## config.mk

```make
export PLATFORM = sky130hd
export DESIGN_NAME = reg_mov_unit
export DESIGN_NICKNAME = d
export VERILOG_FILES = /design/src/rtl/reg_mov_pkg.sv /design/src/rtl/reg_mov_unit_bank.sv /design/src/rtl/reg_mov_unit.sv
export SDC_FILE = /design/constraint.sdc
export NUM_CORES = 1
export LEC_CHECK = 0
export ABC_AREA = 1
export BUFFER_PORTS_ARGS = -buffer_cell sky130_fd_sc_hd__clkbuf_2
export CAP_MARGIN = 10
export CORE_ASPECT_RATIO = 1.75
export CORE_MARGIN = 1
export CORE_UTILIZATION = 50
export CTS_BUF_LIST = sky130_fd_sc_hd__clkbuf_16
export DETAILED_ROUTE_END_ITERATION = 8
export PLACE_DENSITY_LB_ADDON = 0.1
export SLEW_MARGIN = 20
export SYNTH_ARGS = -nofsm -noshare
export SYNTH_HDL_FRONTEND = slang
export SYNTH_SLANG_ARGS = --single-unit
```

## constraint.sdc

```tcl
create_clock -name clk -period 1.2 [get_ports clk]
set_input_delay 0.24 -clock clk [delete_from_list [all_inputs] [get_ports clk]]
set_output_delay 0.24 -clock clk [all_outputs]
set_load 0.05 [all_outputs]
```

## src/rtl/reg_mov_pkg.sv

```systemverilog
// ---------------------------------------------------------------------------
// reg_mov_pkg
// Purpose : Shared definitions for the MOV engine and its register bank.
//           This file holds the engine state enum, the default bank geometry,
//           the select value that names the memory source and the select-width
//           helper.
// Ports   : none (package)
// Config  : MEM_TIMEOUT_EN (consumed by reg_mov_unit, not by this package)
// ---------------------------------------------------------------------------
package reg_mov_pkg;

    // Default geometry: an 8-bit datapath with R0..R6 plus memory.
    localparam int DEFAULT_WIDTH   = 8;
    localparam int DEFAULT_NREG    = 7;
    localparam int DEFAULT_TIMEOUT = 15;

    // The source select value one past the last register names memory.
    localparam int MEM_SRC = DEFAULT_NREG;

    // Engine sequencing states.
    typedef enum logic [1:0] {
        IDLE  = 2'd0,
        FETCH = 2'd1,
        WRITE = 2'd2
    } mov_state_e;

    // Select width that covers R0..R(nreg-1) plus the memory code nreg.
    function automatic int sel_width(input int nreg);
        return $clog2(nreg + 1);
    endfunction

endpackage

```

## src/rtl/reg_mov_unit_bank.sv

```systemverilog
// ---------------------------------------------------------------------------
// reg_bank
// Purpose : NREG x WIDTH general register array for the MOV engine.
//           It has one synchronous write port, one registered read port for
//           the datapath and one combinational source tap. The engine uses
//           the tap to sample Rs on the cycle it accepts a command.
// Ports   :
//   clk        in   system clock, rising edge
//   rst        in   synchronous reset, active-high; clears every register
//   wr_en      in   write strobe
//   wr_sel     in   [SEL_W]  destination register index
//   wr_data    in   [WIDTH]  write data
//   rd_sel     in   [SEL_W]  read-port select (>= NREG reads as zero)
//   rd_data    out  [WIDTH]  registered read data, one-cycle latency
//   src_sel    in   [SEL_W]  source tap select
//   src_data   out  [WIDTH]  combinational value of regs[src_sel] (zero if
//                            src_sel >= NREG)
// ---------------------------------------------------------------------------
module reg_bank
    import reg_mov_pkg::*;
#(
    parameter int WIDTH = DEFAULT_WIDTH,
    parameter int NREG  = DEFAULT_NREG,
    parameter int SEL_W = sel_width(NREG)
) (
    input  logic             clk,
    input  logic             rst,
    input  logic             wr_en,
    input  logic [SEL_W-1:0] wr_sel,
    input  logic [WIDTH-1:0] wr_data,
    input  logic [SEL_W-1:0] rd_sel,
    output logic [WIDTH-1:0] rd_data,
    input  logic [SEL_W-1:0] src_sel,
    output logic [WIDTH-1:0] src_data
);

    localparam logic [SEL_W-1:0] NREG_SEL = SEL_W'(NREG);

    logic [WIDTH-1:0] regs_q [NREG];
    logic [WIDTH-1:0] regs_d [NREG];
    logic [WIDTH-1:0] rd_data_q;
    logic [WIDTH-1:0] rd_data_d;

    // Next-state of the array: hold everything and overlay the single write.
    always_comb begin
        regs_d = regs_q;
        if (wr_en && (wr_sel < NREG_SEL)) begin
            regs_d[wr_sel] = wr_data;
        end
    end

    // Read port input. It samples regs_q, not regs_d, so a read and a write
    // of the same register on one edge return the old contents.
    always_comb begin
        rd_data_d = '0;
        if (rd_sel < NREG_SEL) begin
            rd_data_d = regs_q[rd_sel];
        end
    end

    // Source tap for the engine; selects outside the array read as zero.
    always_comb begin
        src_data = '0;
        if (src_sel < NREG_SEL) begin
            src_data = regs_q[src_sel];
        end
    end

    // Register array and read-port flop, both cleared by reset.
    always_ff @(posedge clk) begin
        if (rst) begin
            for (int i = 0; i < NREG; i++) begin
                regs_q[i] <= '0;
            end
            rd_data_q <= '0;
        end else begin
            regs_q    <= regs_d;
            rd_data_q <= rd_data_d;
        end
    end

    assign rd_data = rd_data_q;

endmodule

```

## src/rtl/reg_mov_unit.sv

```systemverilog
// ---------------------------------------------------------------------------
// reg_mov_unit
// Purpose : Register bank with a sequenced MOV engine. A command copies
//           register Rs, or a word fetched from memory, into register Rd.
//           The engine sits between the instruction decoder
//           (MOV Rx,Ry / MOV Rx,[mem]) and the datapath.
// Ports   :
//   clk        in   system clock, rising edge
//   rst        in   synchronous reset, active-high
//   mov_valid  in   command valid
//   mov_ready  out  command can be accepted (high only in IDLE)
//   mov_src    in   [SEL_W] source: 0..NREG-1 register, NREG memory
//   mov_dst    in   [SEL_W] destination register 0..NREG-1
//   mem_req    out  memory fetch request, held until mem_ack
//   mem_ack    in   memory data valid this cycle (ignored outside FETCH)
//   mem_data   in   [WIDTH] memory read data
//   rd_sel     in   [SEL_W] read-port select
//   rd_data    out  [WIDTH] registered read data
//   done       out  one-cycle pulse: MOV committed
//   err        out  one-cycle pulse: command rejected or fetch aborted
// Config  : MEM_TIMEOUT_EN - when defined, FETCH gives up after TIMEOUT
//           cycles without mem_ack, pulses err and writes nothing. When it
//           is undefined, FETCH waits for mem_ack indefinitely.
// ---------------------------------------------------------------------------
module reg_mov_unit
    import reg_mov_pkg::*;
#(
    parameter int WIDTH   = DEFAULT_WIDTH,
    parameter int NREG    = DEFAULT_NREG,
    parameter int SEL_W   = sel_width(NREG),
    parameter int TIMEOUT = DEFAULT_TIMEOUT
) (
    input  logic             clk,
    input  logic             rst,
    input  logic             mov_valid,
    output logic             mov_ready,
    input  logic [SEL_W-1:0] mov_src,
    input  logic [SEL_W-1:0] mov_dst,
    output logic             mem_req,
    input  logic             mem_ack,
    input  logic [WIDTH-1:0] mem_data,
    input  logic [SEL_W-1:0] rd_sel,
    output logic [WIDTH-1:0] rd_data,
    output logic             done,
    output logic             err
);

    // The memory code is the largest legal source select.
    localparam logic [SEL_W-1:0] MEM_SEL  = SEL_W'(NREG);
    localparam logic [SEL_W-1:0] NREG_SEL = SEL_W'(NREG);

    // A zero timeout would abort before a fetch could start.
    if (TIMEOUT < 1) begin : g_timeout_check
        $error("reg_mov_unit: TIMEOUT must be at least 1");
    end

    mov_state_e       state_q;
    mov_state_e       state_d;
    logic [SEL_W-1:0] dst_q;
    logic [SEL_W-1:0] dst_d;
    logic [WIDTH-1:0] hold_q;
    logic [WIDTH-1:0] hold_d;
    logic             done_q;
    logic             done_d;
    logic             err_q;
    logic             err_d;

    logic             bank_we;
    logic [WIDTH-1:0] src_data;
    logic             src_too_big;
    logic             dst_illegal;

`ifdef MEM_TIMEOUT_EN
    localparam int             CNT_W     = (TIMEOUT > 1) ? $clog2(TIMEOUT) : 1;
    localparam logic [CNT_W-1:0] CNT_LAST = CNT_W'(TIMEOUT - 1);

    logic [CNT_W-1:0] cnt_q;
    logic [CNT_W-1:0] cnt_d;
`endif

    // Command legality. The source comparison is zero-extended by one bit.
    // When NREG+1 is a power of two, no SEL_W-bit source value can exceed
    // the memory code, and the wider compare keeps that case well-formed.
    assign src_too_big = ({1'b0, mov_src} > {1'b0, MEM_SEL});
    assign dst_illegal = (mov_dst >= NREG_SEL);

    // Register bank. The source tap feeds hold at accept time, so a
    // register-source MOV sees Rs as it was when the command was taken.
    reg_bank #(
        .WIDTH (WIDTH),
        .NREG  (NREG),
        .SEL_W (SEL_W)
    ) u_bank (
        .clk      (clk),
        .rst      (rst),
        .wr_en    (bank_we),
        .wr_sel   (dst_q),
        .wr_data  (hold_q),
        .rd_sel   (rd_sel),
        .rd_data  (rd_data),
        .src_sel  (mov_src),
        .src_data (src_data)
    );

    // Sequencer next-state and strobes. IDLE decodes the command. FETCH
    // waits for memory. WRITE commits hold into Rd and queues the done pulse
    // for the following cycle.
    always_comb begin
        state_d = state_q;
        dst_d   = dst_q;
        hold_d  = hold_q;
        done_d  = 1'b0;
        err_d   = 1'b0;
        bank_we = 1'b0;
`ifdef MEM_TIMEOUT_EN
        cnt_d   = cnt_q;
`endif

        case (state_q)
            IDLE: begin
                if (mov_valid) begin
                    if (src_too_big || dst_illegal) begin
                        err_d = 1'b1;
                    end else if (mov_src == MEM_SEL) begin
                        dst_d   = mov_dst;
                        state_d = FETCH;
`ifdef MEM_TIMEOUT_EN
                        cnt_d   = '0;
`endif
                    end else begin
                        dst_d   = mov_dst;
                        hold_d  = src_data;
                        state_d = WRITE;
                    end
                end
            end

            FETCH: begin
                if (mem_ack) begin
                    hold_d  = mem_data;
                    state_d = WRITE;
                end
`ifdef MEM_TIMEOUT_EN
                else if (cnt_q == CNT_LAST) begin
                    // Last allowed wait cycle has gone by without an ack.
                    err_d   = 1'b1;
                    state_d = IDLE;
                end else begin
                    cnt_d = cnt_q + 1'b1;
                end
`endif
            end

            WRITE: begin
                bank_we = 1'b1;
                done_d  = 1'b1;
                state_d = IDLE;
            end

            default: begin
                state_d = IDLE;
            end
        endcase
    end

    // Engine state. Reset abandons any in-flight MOV and suppresses both
    // pulses.
    always_ff @(posedge clk) begin
        if (rst) begin
            state_q <= IDLE;
            dst_q   <= '0;
            hold_q  <= '0;
            done_q  <= 1'b0;
            err_q   <= 1'b0;
        end else begin
            state_q <= state_d;
            dst_q   <= dst_d;
            hold_q  <= hold_d;
            done_q  <= done_d;
            err_q   <= err_d;
        end
    end

`ifdef MEM_TIMEOUT_EN
    // Count of FETCH cycles that have gone by without mem_ack.
    always_ff @(posedge clk) begin
        if (rst) begin
            cnt_q <= '0;
        end else begin
            cnt_q <= cnt_d;
        end
    end
`endif

    // mem_req follows the state directly. It drops on the edge that leaves
    // FETCH, whether through ack, abort or reset.
    assign mov_ready = (state_q == IDLE);
    assign mem_req   = (state_q == FETCH);
    assign done      = done_q;
    assign err       = err_q;

endmodule

```

==> impl_metrics.env <==
export IMPL_status="finished with violations"
export IMPL_violations="setup timing"
export IMPL_port_buffers=32
export IMPL_multi_input_area_um2=2290
export IMPL_irDropWorstVdd_uv=965
export IMPL_power_switching_uw=2010
export IMPL_syn_mean_instance_area_um2=6.58
export IMPL_power_frac_seq=0.413
export IMPL_drv_cap=0
export IMPL_tightest_slew_ns=0.661
export IMPL_grt_pass1_wl_um=20600
export IMPL_use_met1=0.376
export IMPL_critPathLaunchType="flip-flop"
export IMPL_clk_latency_ns=0.34
export IMPL_die_w_um=68.6
export IMPL_core_rowCount=42
export IMPL_gp_congestion=0.981
export IMPL_cts_made_buffers=9
export IMPL_place_inst=734
export IMPL_synthCells=590
export IMPL_path_cells="buf_4, nor2_4, buf_8"
export IMPL_ys_top_cells_by_area="dfxtp_1, nor2_1, nand2_1, o21ai_0, nand3_1"
export IMPL_rsz0062_at_grt="true"
export IMPL_pin_count=33
export IMPL_total_power_uw=7050
export IMPL_ys_flop_type="dfxtp_1"
export IMPL_coreArea_um2=7510
export IMPL_layout_min_cycle_time_ns=1.32
export IMPL_fin_ws_ns=-0.121
export IMPL_p_int_uw=5040
export IMPL_hold_ws_ns=0.184
export IMPL_yosys_warnings=0
export IMPL_drtIter0Drc=363
export IMPL_grt_usage=0.358
export IMPL_detail_route_vias_per_cell=5.64
export IMPL_fmax_mhz=757
export IMPL_drcViolationCount=0
export IMPL_syn_nets=611
export IMPL_grt_max_degree=22
export IMPL_syn_cell_area_um2=3880
export IMPL_finalCritPeriodShare=1.10
export IMPL_grt_use_met3=0.0743
export IMPL_async_flop_share=0
export IMPL_ant_nets=0
export IMPL_final_cells=765
export IMPL_cp_top_family="flip-flops"
export IMPL_synth_top_area_frac=0.407
export IMPL_slew_viol_final=0
export IMPL_chipHeight_um=119
export IMPL_n_antenna_cell=0
export IMPL_clk_path_buf_depth=2
export IMPL_clkSinkCount=79
export IMPL_slowest_stage="dfxtp_2"
export IMPL_crit_path_max_fanout=2
export IMPL_start_util=0.516
export IMPL_worstSetupPathType="flip-flop to output pin"
export IMPL_ys_ff_latch=79
export IMPL_worstHoldPathType="input port to flip-flop"
export IMPL_cts_root_buffer="clkbuf_16"
export IMPL_cellPowerDensity_nw_per_um2=1340
export IMPL_crit_buf_inv=2
export IMPL_hpwlAfterDp_um=9880
export IMPL_setup_violations=42
export IMPL_synth_most_common_cell="nor2_1"
export IMPL_met2_usage=0.604
export IMPL_combPwrFrac=0.187
export IMPL_slowest_delay_ns=0.32
export IMPL_dieArea_um2=8130
export IMPL_ys_top_cells_by_count="nor2_1, nand2_1, dfxtp_1"
export IMPL_yosysTopAreaCell="dfxtp_1"
export IMPL_swShare=0.284
export IMPL_drive_above_1_share=0.266
export IMPL_tns_ns=-1.89
export IMPL_max_slew_margin_rel=0.558
export IMPL_synth_edf_count=0
export IMPL_required_ns=0.96
export IMPL_via_count=4317
export IMPL_drt_wirelength_per_cell_um=18.4
export IMPL_antenna_found_initial=0
export IMPL_fillCellCount=638
export IMPL_ys_types=24
export IMPL_critPathArrivalTime_ns=1.08
export IMPL_htree_levels=3
export IMPL_cts_hold_buffers=0
export IMPL_ys_seq_area_frac=0.407
export IMPL_end_kind="output pin"
export IMPL_clock_skew_ns=0.00566
export IMPL_grt_pass1_vias=4098
export IMPL_grt_ovfl_total=0
export IMPL_cts_tree="done"
export IMPL_hold_violations=0
export IMPL_routed_wl_um=14100
export IMPL_area_growth_pct=35.3
export IMPL_cts_reportedPaths_clkPinSlew_ns=0.06
export IMPL_seqCellArea_um2=1600
export IMPL_fin_nets=693
export IMPL_pre_cts_ws_ns=-0.162
export IMPL_leakagePower_uw=0.00224
export IMPL_dr_pass1_iters=6
export IMPL_top_usage_layer="met2"
export IMPL_p_clk_frac=0.400
-- placed cells by master (no fill, tap or decap), types with 4 or more instances in the layout --
master / count
buf_4: 49
clkbuf_2: 27
o21ai_0: 36
dfxtp_1: 72
inv_1: 26
nor2_4: 10
inv_2: 4
a21oi_2: 6
nand3_4: 5
nand2_1: 102
nand2_4: 7
inv_6: 4
nor2_2: 5
buf_12: 7
nor2_1: 127
a21oi_1: 29
a31oi_1: 5
buf_6: 9
nand2_2: 5
clkbuf_16: 9
o21ai_2: 9
nand3_1: 59
o21ai_1: 35
dfxtp_2: 4
-- flip-flops by register name (all words and copies together), names as in the netlist --
name,flops
dst_q,3
u_bank.regs_q,56
hold_q,8
done,1
state_q,2
u_bank.rd_data,8
err,1
-- layer usage --
| layer | up-vias | part of all wire |
|---|---|---|
| met2 | 175 | 0.50 |
| met1 | 1966 | 0.36 |
| met4 | 0 | 0.073 |
| li1 | 2110 | - |
| met3 | 66 | 0.060 |
| met5 | - | 0 |
-- layout make-up --
class                      count  share of cell area
clock buffer                   9              0.0429
tap                           88              0.0210
timing repair buffer          97               0.150
multi-input combinational    451               0.437
clock inverter                 7              0.0152
inverter                      34              0.0295
sequential                    79               0.304
-- power by group through the flow --
stage | Sequential [uW] | Combinational (uW) | Clock, uW
floorplan | 2930 | 594 | 0
CTS | 2890 | 1160 | 2850
global route | 2920 | 1420 | 2960
global placement | 2930 | 1020 | 0
finish | 2910 | 1320 | 2820
detailed placement | 2930 | 1030 | 0
-- stage by stage --
step / cell area, um2 / utilization
detailed placement: 4490 / 0.597
global placement: 4490 / 0.597
floorplan: 3910 / -
CTS: 5010 / 0.666
global route: 5250 / 0.699
finish: 5250 / 0.699
-- worst reg2reg max path, cell delays in order, from the launching register on --
cell,delay [ns]
dfxtp_2,0.32
inv_2,0.06
buf_6,0.11
o21bai_4,0.07
nor2_4,0.24
buf_6,0.16
nand2_8,0.07
nand2_1,0.08
a21oi_1,0.08
-- repair_timing --
item | 4_1_cts | 5_1_grt
hold endpoints to repair | 0 | 0
pin swaps | 7 | 7
gates cloned | 3 | 2
endpoints found under the setup margin | 66 | 76
buffers inserted | 5 | 5
gates resized for setup | 45 | 89
-- cell families (layout without fill, tap and decap cells) --
group           after synthesis  in the layout  synth area share
simple gates                321            326             0.346
buf+inv                      65            147            0.0787
flops                        79             79             0.407
compound gates              125            125             0.168
-- worst paths after layout --
path	slack [ns]	depth (start not counted)	endpoint	start
worst max-delay path	-0.12	3	mov_ready	state_q[0]$_SDFFE_PP0P_
worst min-delay path	0.18	3	err$_SDFF_PP0_	mov_valid
worst max register to register	-0.10	8	hold_q[3]$_SDFFE_PP0P_	state_q[0]$_SDFFE_PP0P_
worst min register to register	0.46	2	hold_q[7]$_SDFFE_PP0P_	hold_q[7]$_SDFFE_PP0P_
Power figures use the tool's default switching activity.
